===== src/rtl/psum_mem_arbiter_if.sv =====
// Bundle of the controller, host and memory-side signals of the partial-sum memory arbiter.
// Handshake: req/we/addr/wdata form the request and are held until gnt; an access happens in a cycle with req && gnt. rvalid is a one-cycle pulse with no back-pressure.
interface psum_mem_arbiter_if #(
  parameter int ADDR_W = 20,
  parameter int DATA_W = 32
);
  logic              ctrl_req;
  logic              ctrl_we;
  logic [ADDR_W-1:0] ctrl_addr;
  logic [DATA_W-1:0] ctrl_wdata;
  logic              ctrl_gnt;
  logic              ctrl_rvalid;
  logic [DATA_W-1:0] ctrl_rdata;

  logic              host_req;
  logic              host_we;
  logic [ADDR_W-1:0] host_addr;
  logic [DATA_W-1:0] host_wdata;
  logic              host_gnt;
  logic              host_rvalid;
  logic [DATA_W-1:0] host_rdata;

  logic              mem_en;
  logic              mem_we;
  logic [ADDR_W-1:0] mem_addr;
  logic [DATA_W-1:0] mem_wdata;
  logic [DATA_W-1:0] mem_rdata;

  logic [31:0]       ctrl_stall_cnt;
  logic              dbg_state;
  logic [7:0]        dbg_wait_cnt;

  modport slave (
    input  ctrl_req, ctrl_we, ctrl_addr, ctrl_wdata,
    input  host_req, host_we, host_addr, host_wdata,
    input  mem_rdata,
    output ctrl_gnt, ctrl_rvalid, ctrl_rdata,
    output host_gnt, host_rvalid, host_rdata,
    output mem_en, mem_we, mem_addr, mem_wdata,
    output ctrl_stall_cnt, dbg_state, dbg_wait_cnt
  );

  modport master (
    output ctrl_req, ctrl_we, ctrl_addr, ctrl_wdata,
    output host_req, host_we, host_addr, host_wdata,
    output mem_rdata,
    input  ctrl_gnt, ctrl_rvalid, ctrl_rdata,
    input  host_gnt, host_rvalid, host_rdata,
    input  mem_en, mem_we, mem_addr, mem_wdata,
    input  ctrl_stall_cnt, dbg_state, dbg_wait_cnt
  );
endinterface


===== src/rtl/psum_mem_arbiter.sv =====
// Single-port partial-sum memory arbiter: controller has priority, host is forced
// through after MAX_WAIT consecutive refusals; read data is steered back to its issuer.
module psum_mem_arbiter #(
  parameter int ADDR_W   = 20,
  parameter int DATA_W   = 32,
  parameter int MAX_WAIT = 8
) (
  input  logic              clk,
  input  logic              arst_in,
  psum_mem_arbiter_if.slave bus
);

  typedef enum logic {
    CTRL_PRIO   = 1'b0,
    HOST_FORCED = 1'b1
  } state_t;

  localparam logic [7:0] WAIT_LAST = 8'(MAX_WAIT - 1);

  state_t            state;
  logic [7:0]        wait_cnt;
  logic              rd_owner_valid;
  logic              rd_owner;
  logic [31:0]       stall_cnt;

  logic              ctrl_gnt;
  logic              host_gnt;
  logic              mem_en;
  logic              mem_we;
  logic [ADDR_W-1:0] mem_addr;
  logic [DATA_W-1:0] mem_wdata;

  // Grants are held low during reset so nothing reaches the memory.
  always_comb begin
    ctrl_gnt = 1'b0;
    host_gnt = 1'b0;
    if (!arst_in) begin
      if (state == HOST_FORCED) begin
        host_gnt = bus.host_req;
        ctrl_gnt = bus.ctrl_req && !bus.host_req;
      end else begin
        ctrl_gnt = bus.ctrl_req;
        host_gnt = bus.host_req && !bus.ctrl_req;
      end
    end
  end

  always_comb begin
    mem_en    = ctrl_gnt || host_gnt;
    mem_we    = 1'b0;
    mem_addr  = '0;
    mem_wdata = '0;
    if (ctrl_gnt) begin
      mem_we    = bus.ctrl_we;
      mem_addr  = bus.ctrl_addr;
      mem_wdata = bus.ctrl_wdata;
    end else if (host_gnt) begin
      mem_we    = bus.host_we;
      mem_addr  = bus.host_addr;
      mem_wdata = bus.host_wdata;
    end
  end

  always_ff @(posedge clk or posedge arst_in) begin
    if (arst_in) begin
      state          <= CTRL_PRIO;
      wait_cnt       <= 8'd0;
      rd_owner_valid <= 1'b0;
      rd_owner       <= 1'b0;
      stall_cnt      <= 32'd0;
    end else begin
      if (state == CTRL_PRIO) begin
        if (bus.host_req && !host_gnt && wait_cnt == WAIT_LAST) state <= HOST_FORCED;
      end else begin
        if (host_gnt || !bus.host_req) state <= CTRL_PRIO;
      end

      // A withdrawn host request loses its accumulated wait.
      if (host_gnt || !bus.host_req) begin
        wait_cnt <= 8'd0;
      end else if (state == CTRL_PRIO && wait_cnt != WAIT_LAST) begin
        wait_cnt <= wait_cnt + 8'd1;
      end

      rd_owner_valid <= mem_en && !mem_we;
      rd_owner       <= host_gnt;

      if (bus.ctrl_req && !ctrl_gnt && stall_cnt != 32'hFFFF_FFFF) begin
        stall_cnt <= stall_cnt + 32'd1;
      end
    end
  end

  assign bus.ctrl_gnt       = ctrl_gnt;
  assign bus.host_gnt       = host_gnt;
  assign bus.mem_en         = mem_en;
  assign bus.mem_we         = mem_we;
  assign bus.mem_addr       = mem_addr;
  assign bus.mem_wdata      = mem_wdata;
  assign bus.ctrl_rvalid    = rd_owner_valid && !rd_owner;
  assign bus.host_rvalid    = rd_owner_valid && rd_owner;
  assign bus.ctrl_rdata     = (rd_owner_valid && !rd_owner) ? bus.mem_rdata : '0;
  assign bus.host_rdata     = (rd_owner_valid && rd_owner) ? bus.mem_rdata : '0;
  assign bus.ctrl_stall_cnt = stall_cnt;
  assign bus.dbg_state      = state;
  assign bus.dbg_wait_cnt   = wait_cnt;

endmodule


===== src/flat_wrapper.sv =====
// flat-port wrapper written by rule: the top's interface ports become plain ports
module psum_mem_arbiter_flat 
#(
  parameter int ADDR_W   = 20,
  parameter int DATA_W   = 32,
  parameter int MAX_WAIT = 8
)
  (clk, arst_in, bus_ctrl_req, bus_ctrl_we, bus_ctrl_addr, bus_ctrl_wdata, bus_host_req, bus_host_we, bus_host_addr, bus_host_wdata, bus_mem_rdata, bus_ctrl_gnt, bus_ctrl_rvalid, bus_ctrl_rdata, bus_host_gnt, bus_host_rvalid, bus_host_rdata, bus_mem_en, bus_mem_we, bus_mem_addr, bus_mem_wdata, bus_ctrl_stall_cnt, bus_dbg_state, bus_dbg_wait_cnt);
  psum_mem_arbiter_if #(.ADDR_W(ADDR_W), .DATA_W(DATA_W)) bus_i ();
  input  logic clk;
  input  logic arst_in;
  input wire logic [$bits(bus_i.ctrl_req)-1:0] bus_ctrl_req;
  input wire logic [$bits(bus_i.ctrl_we)-1:0] bus_ctrl_we;
  input wire logic [$bits(bus_i.ctrl_addr)-1:0] bus_ctrl_addr;
  input wire logic [$bits(bus_i.ctrl_wdata)-1:0] bus_ctrl_wdata;
  input wire logic [$bits(bus_i.host_req)-1:0] bus_host_req;
  input wire logic [$bits(bus_i.host_we)-1:0] bus_host_we;
  input wire logic [$bits(bus_i.host_addr)-1:0] bus_host_addr;
  input wire logic [$bits(bus_i.host_wdata)-1:0] bus_host_wdata;
  input wire logic [$bits(bus_i.mem_rdata)-1:0] bus_mem_rdata;
  output wire logic [$bits(bus_i.ctrl_gnt)-1:0] bus_ctrl_gnt;
  output wire logic [$bits(bus_i.ctrl_rvalid)-1:0] bus_ctrl_rvalid;
  output wire logic [$bits(bus_i.ctrl_rdata)-1:0] bus_ctrl_rdata;
  output wire logic [$bits(bus_i.host_gnt)-1:0] bus_host_gnt;
  output wire logic [$bits(bus_i.host_rvalid)-1:0] bus_host_rvalid;
  output wire logic [$bits(bus_i.host_rdata)-1:0] bus_host_rdata;
  output wire logic [$bits(bus_i.mem_en)-1:0] bus_mem_en;
  output wire logic [$bits(bus_i.mem_we)-1:0] bus_mem_we;
  output wire logic [$bits(bus_i.mem_addr)-1:0] bus_mem_addr;
  output wire logic [$bits(bus_i.mem_wdata)-1:0] bus_mem_wdata;
  output wire logic [$bits(bus_i.ctrl_stall_cnt)-1:0] bus_ctrl_stall_cnt;
  output wire logic [$bits(bus_i.dbg_state)-1:0] bus_dbg_state;
  output wire logic [$bits(bus_i.dbg_wait_cnt)-1:0] bus_dbg_wait_cnt;
  assign bus_i.ctrl_req = bus_ctrl_req;
  assign bus_i.ctrl_we = bus_ctrl_we;
  assign bus_i.ctrl_addr = bus_ctrl_addr;
  assign bus_i.ctrl_wdata = bus_ctrl_wdata;
  assign bus_i.host_req = bus_host_req;
  assign bus_i.host_we = bus_host_we;
  assign bus_i.host_addr = bus_host_addr;
  assign bus_i.host_wdata = bus_host_wdata;
  assign bus_i.mem_rdata = bus_mem_rdata;
  assign bus_ctrl_gnt = bus_i.ctrl_gnt;
  assign bus_ctrl_rvalid = bus_i.ctrl_rvalid;
  assign bus_ctrl_rdata = bus_i.ctrl_rdata;
  assign bus_host_gnt = bus_i.host_gnt;
  assign bus_host_rvalid = bus_i.host_rvalid;
  assign bus_host_rdata = bus_i.host_rdata;
  assign bus_mem_en = bus_i.mem_en;
  assign bus_mem_we = bus_i.mem_we;
  assign bus_mem_addr = bus_i.mem_addr;
  assign bus_mem_wdata = bus_i.mem_wdata;
  assign bus_ctrl_stall_cnt = bus_i.ctrl_stall_cnt;
  assign bus_dbg_state = bus_i.dbg_state;
  assign bus_dbg_wait_cnt = bus_i.dbg_wait_cnt;
  psum_mem_arbiter #(.ADDR_W(ADDR_W), .DATA_W(DATA_W), .MAX_WAIT(MAX_WAIT)) u_core (.clk(clk), .arst_in(arst_in), .bus(bus_i));
endmodule

===== config.mk =====
export PLATFORM = sky130hd
export DESIGN_NAME = psum_mem_arbiter_flat
export DESIGN_NICKNAME = d
export VERILOG_FILES = /design/src/rtl/psum_mem_arbiter_if.sv /design/src/rtl/psum_mem_arbiter.sv /design/src/flat_wrapper.sv
export SDC_FILE = /design/constraint.sdc
export NUM_CORES = 1
export LEC_CHECK = 0
export CAP_MARGIN = 10
export CORE_AREA = 2 2 120 122
export CTS_CLUSTER_DIAMETER = 150
export CTS_CLUSTER_SIZE = 16
export DETAILED_ROUTE_END_ITERATION = 10
export DIE_AREA = 0 0 122 124
export PLACE_DENSITY_LB_ADDON = 0.15
export SETUP_SLACK_MARGIN = 0.2
export SLEW_MARGIN = 15
export SYNTH_ARGS = -nofsm -noshare
export SYNTH_HDL_FRONTEND = slang
export SYNTH_SLANG_ARGS = --single-unit

===== constraint.sdc =====
create_clock -name clk -period 2 [get_ports clk]
set_input_delay 0.5 -clock clk [delete_from_list [all_inputs] [get_ports clk]]
set_output_delay 0.5 -clock clk [all_outputs]
set_load 0.02 [all_outputs]

==> results.py <==
metrics = {
    "timing": {
        "tightest_slew_ps": 347,
        "rsz0062_at_grt": "true",
        "worst_slack_ps": -212,
        "setup_viol": 53,
        "final_max_slew_viol_count": 0,
        "max_clock_freq_mhz": 452,
        "post-route-period-util_pct": 111,
        "fin_crit_ps": 2210,
        "hold_viol_final": 0,
        "slew-limit-headroom_pct": 76.8,
        "finalSetupTns_ps": -9340,
        "clock_skew_ps": 8.65,
    },
    "floorplan": {
        "initial_utilization_pct": 22.4,
        "row_count": 43,
        "die_h_um": 124,
        "ioPinCount": 305,
        "die_area_sq_um": 15100,
        "core_sq_um": 13700,
        "die_w_um": 122,
    },
    "placement": {
        "gp_congestion": 0.833,
        "dpl.hpwl_um": 15100,
        "numPortBuffers": 304,
        "dpl_worst_slack_ps": -994,
    },
    "power": {
        "ir_worst_vdd_uv": 522,
        "p_leak_nw": 4.31,
        "power_density_nw_per_um2": 422,
    },
    "detailed_routing": {
        "drc": 0,
        "totalWireLength_um": 21200,
        "antenna_left": 0,
        "drt_iter0_markers": 213,
        "dr.max_layer_used": "met4",
        "wl_met2_um": 10100,
        "met1_length_um": 8200,
        "wl_met3_um": 2730,
        "route.vias.total": 4347,
        "wire_per_inst_um": 23.5,
        "viasPerCell": 4.82,
        "firstDrtPassIters": 4,
    },
    "cells_and_area": {
        "area_delta_synth_final_pct": 179,
        "layout.nets": 860,
        "drive_gt1_share_pct": 51.7,
    },
    "yosys": {
        "syn_nets": 484,
        "yosys.area.top_type": "dfrtp_1",
        "netlist.area_leader.share_pct": 35.1,
        "synth_top_cells_by_count": "a22o_1 (53), dfrtp_1 (43), and3_1 (42), and2_1 (36), nor2_1 (23)",
        "async_reset_ff_share_pct": 100,
        "synth.area.top_cells": "dfrtp_1 (35%), a22o_1 (15%), and3_1 (8.6%)",
        "ys_warn_count": 0,
        "syn_area_sq_um": 3070,
        "ys_ff_latch": 43,
        "synthMostInstantiatedCell": "a22o_1",
        "synth_edf_count": 0,
        "ys_seq_area_share_pct": 35.1,
        "ys.flop_type": "dfrtp_1",
        "syn_inst": 340,
        "syn_area_per_cell_sq_um": 9.02,
        "synth.distinct_cells": 36,
    },
    "setup_path": {
        "path_buf_inv": 4,
        "r2r_end": "u_core.bus.ctrl_stall_cnt[19]",
        "crit_required_ps": 1500,
        "max_stage_delay_ps": 450,
        "r2r-start": "u_core.bus.dbg_state",
        "crit_type": "reg2out",
        "slowest_stage": "dfrtp_2",
        "crit_chain": "nor2_4, nor3b_4, buf_6, buf_16, buf_8, a22o_4, buf_6",
        "reg2reg_slack_ps": 150,
        "path_delay_family": "buffers and inverters",
        "reg2reg_depth": 8,
        "crit_path_start_kind": "flip-flop",
        "cpMostUsedCell": "buf_6",
        "crit_path_end_kind": "output pin",
        "cp.arrival_ps": 1710,
        "crit_fanout": 8,
    },
    "global_route": {
        "grt-ovfl-total": 0,
        "grt_pass1_vias": 4212,
        "grt.total_usage_pct": 24.0,
        "grt_max_degree": 44,
        "grt_pass1_wl_um": 26900,
        "antenna_found_initial": 5,
    },
    "status": {
        "status": "finished, violations left",
        "violations": "setup timing",
    },
    "cts": {
        "clock-root-buffer": "clkbuf_16",
        "cts_sinks": 43,
        "cts_tree": "done",
        "cts_made_buffers": 5,
        "clkLatencyLatePin_ps": 280,
        "htree_levels": 2,
        "clock_path_buffers": 2,
        "cts.reportedPaths.clkPinSlew_ps": 60,
        "cts_hold_buf": 0,
    },
    "min_path": {
        "min_path_type": "in2async",
    },
    "flow_run": {
        "cap_violations": 0,
    },
}
==> metal layers <==
layer,vias to the layer above,global-route usage [%]
li1,2015,-
met1,2097,31.3
met3,18,13.0
met2,217,36.7
met5,-,0
met4,0,1.58
==> worst reg2reg max path, stage by stage (launching register included) <==
cell and delay (ps):
dfrtp_2 430, a21o_4 160, buf_6 90, buf_6 90, nand4_4 60, or3_4 380
buf_12 170, nor4b_4 240, xor2_1 170
==> area by class of cell <==
| type | count | area (sq um) |
|---|---|---|
| antenna | 4 | 10.0 |
| clock buffer | 7 | 133 |
| clock inverter | 1 | 30.0 |
| fill | 1120 | 5150 |
| inverter | 3 | 16.3 |
| multi-input combinational | 273 | 2830 |
| sequential | 43 | 1090 |
| tap | 180 | 225 |
| timing repair buffer | 390 | 4240 |
==> cell usage in the layout (no fill, tap or decap), drive strengths merged, types with 13 or more instances in the layout <==
cell type / Yosys / layout
and3: 43 / 43
clkdlybuf4s50: 0 / 121
clkbuf: 20 / 13
nand2: 18 / 18
nor2: 23 / 23
dfrtp: 43 / 43
and2: 36 / 36
dlygate4sd2: 0 / 39
xnor2: 15 / 15
xor2: 22 / 22
dlymetal6s2s: 0 / 19
nand3: 13 / 13
buf: 2 / 204
a22o: 53 / 53
==> flip-flops by register name (all words and copies together), names as in the netlist <==
name	flops
u_core.bus.ctrl_stall_cnt	32
u_core.bus.dbg_state	1
u_core.bus.dbg_wait_cnt	8
u_core.rd_owner_valid	1
u_core.rd_owner	1
==> power by group <==
| part | internal (W) | switching [W] |
|---|---|---|
| clock | 0.000591 | 0.000324 |
| sequential | 0.000944 | 0.0000906 |
| combinational | 0.000942 | 0.000722 |
==> kinds of logic (layout without fill, tap and decap cells) <==
| logic type | Yosys count | after routing | share of synthesized area (%) |
|---|---|---|---|
| AO/OA/AOI/OAI | 60 | 61 | 16.9 |
| flip-flops | 43 | 43 | 35.1 |
| other | 0 | 4 | 0 |
| adder cells (fa/ha/maj) | 2 | 2 | 0.816 |
| buffers and inverters | 25 | 401 | 3.34 |
| AND/OR/NAND/NOR | 171 | 171 | 32.6 |
| multiplexers | 2 | 2 | 0.693 |
| XOR/XNOR | 37 | 37 | 10.6 |
==> how the worst max path moves through the flow <==
stage | startpoint | end | slack, ps | cells past startpoint
after floorplan | u_core.bus.dbg_state | bus_mem_addr[10] | 180 | 4
after global placement | bus_ctrl_req | bus_mem_addr[1] | -970 | 7
after detailed placement | bus_ctrl_req | bus_mem_addr[1] | -990 | 7
after CTS | u_core.bus.dbg_state | bus_mem_wdata[10] | -250 | 7
after global routing | u_core.bus.dbg_state | bus_mem_addr[2] | -280 | 7
final | u_core.bus.dbg_state | bus_mem_wdata[15] | -210 | 7
==> stage by stage <==
step	std cells	cell area (sq um)	hold slack, ps	utilization (%)	power, W
global placement	842	7060	485	51.5	0.00241
floorplan	340	3700	544	-	0.00163
CTS	876	7740	480	56.4	0.00347
global route	898	8560	508	62.4	0.00378
finish	901	8570	476	62.4	0.00361
detailed placement	842	7060	488	51.5	0.00241
==> what timing repair did <==
item                                    CTS  global route
endpoints found under the setup margin  185           155
resized for setup                       685           159
gates cloned                              7             8
pin swaps                                44            43
setup buffers                            19            13
Note: power is estimated with default switching activity, not from simulation.
==> variant, RTL diff (config.mk and constraints unchanged) <==
`MAX_WAIT` is set to 8 in 2 places; all go to 6.
--- a/src/rtl/psum_mem_arbiter.sv
+++ b/src/rtl/psum_mem_arbiter.sv
@@ -5,3 +5,3 @@
   parameter int DATA_W   = 32,
-  parameter int MAX_WAIT = 8
+  parameter int MAX_WAIT = 6
 ) (
--- a/src/flat_wrapper.sv
+++ b/src/flat_wrapper.sv
@@ -5,3 +5,3 @@
   parameter int DATA_W   = 32,
-  parameter int MAX_WAIT = 8
+  parameter int MAX_WAIT = 6
 )
Behaviour: not the same (Yosys sat finds a counterexample within 10 cycles, from zero or initial values and one cycle with arst_in high).
==> variant against the original RTL <==
Power grew 5.5%; fmax decreased by 5.1%; routed wire length decreased by 7.5%; the run still ends with negative setup slack left; setup slack worse by 0.12 ns; cell area grew 2.5%; sequential cell count unchanged; largest power group unchanged; count of clock-buffer cells in the layout decreased by 1; area after synthesis up 2.8%; synthesized cell count is 0.88% higher; final cell count rose by 1.3%; register-to-register slack got worse by 0.10 ns.
==> variant: results (changes against the original RTL) <==
| Metric | Value |
|---|---|
| Pin count of the biggest net entering global routing | 38 (-14%) |
| Postcts setup bufs | 32 (+13) |
| Measured slew at the worst slew-check pin | 0.474 ns (+0.127 ns) |
| Placer Congestion | 0.832 (about the same) |
| FILL cells | 1081 (-3.5%) |
| Clk network pwr share | 25.9% (+0.6 points) |
| Status | complete, but fails checks |
| P_int | 2.61 mW (+5.4%) |
| Critical path arrival | 1.83 ns (+0.12 ns) |
| GRT met3 Usage | 7.60% (-5.4 points) |
| Skew final | 0.00888 ns (+0.000235 ns) |
| Post-Synthesis Net Count | 488 (+0.83%) |
| Layout Cells excl Fill | 913 (+1.3%) |
| Setup crit end | bus_mem_wdata[5] |
| Most frequent cells after synthesis | a22o_1 (53), dfrtp_1 (43), and3_1 (36) |
| DR WL met3 | 1600 um (-41%) |
| Met1 Resource Use GR | 25.6% (-5.8 points) |
| Cells after synthesis | 343 (+0.88%) |
| GRT Util Overall | 21.9% (-2.1 points) |
| Mux share of post-synthesis cell area | 0.794% (+0.10 points) |
| Initial antenna violation count | 2 (-3) |
| Final setup violation count | 55 (+3.8%) |
| Share of layout cells above drive strength 1 | 54.6% (+2.8 points) |
| Met2 GRT Util | 38.7% (+2.0 points) |
| Vias in the first global route | 4215 (+0.071%) |
| Failing checks | negative setup slack |
| Worst setup margin | -0.331 ns (-0.119 ns) |
| Nets | 875 (+1.7%) |
| First-pass GRT wire length | 25200 um (-6.1%) |
| Final HPWL DP | 13400 um (-11%) |
variant: cell types whose count changed in the layout (fill, tap and decap cells not counted), moves of 4 or more:
cell	before	now
buf_12	12	17
and3_4	21	32
nor3_4	8	1
buf_6	136	140
nand4_1	11	15
clkdlybuf4s50_1	121	136
xnor2_1	12	22
and3_1	22	3
dlymetal6s2s_1	19	2
xor2_1	22	11
variant: stage by stage:
step                power, mW  setup WS [ns]  util, %  TNS (ns)  instance area, um^2
global route             3.95         -0.375     64.0    -17.31                 8780
finish                   3.81         -0.331     64.0    -14.34                 8780
CTS                      3.69         -0.362     58.4    -16.00                 8020
global placement         2.49         -0.901     52.3    -63.28                 7170
detailed placement       2.51         -0.932     52.3    -65.74                 7170
floorplan                1.68          0.171        -         0                 3770
variant: area by class of cell:
| class | instances | area share [%] |
|---|---|---|
| timing repair buffer | 402 | 50.6 |
| multi-input combinational | 274 | 32.2 |
| sequential | 43 | 12.4 |
| tap | 180 | 2.57 |
| clock buffer | 6 | 1.58 |
| clock inverter | 2 | 0.442 |
| inverter | 4 | 0.171 |
| antenna | 2 | 0.0570 |
variant: worst min path at each step:
stage                                           endpoint  slack (ns)  cells after the start
6_report          u_core.bus.dbg_wait_cnt[7]$_DFFE_PP0P_        0.39                      4
5_1_grt           u_core.bus.dbg_wait_cnt[5]$_DFFE_PP0P_        0.41                      4
4_1_cts           u_core.bus.dbg_wait_cnt[5]$_DFFE_PP0P_        0.39                      4
3_5_place_dp   u_core.bus.ctrl_stall_cnt[26]$_DFFE_PP0P_        0.49                      1
3_3_place_gp   u_core.bus.ctrl_stall_cnt[26]$_DFFE_PP0P_        0.47                      1
2_1_floorplan  u_core.bus.ctrl_stall_cnt[26]$_DFFE_PP0P_        0.53                      1
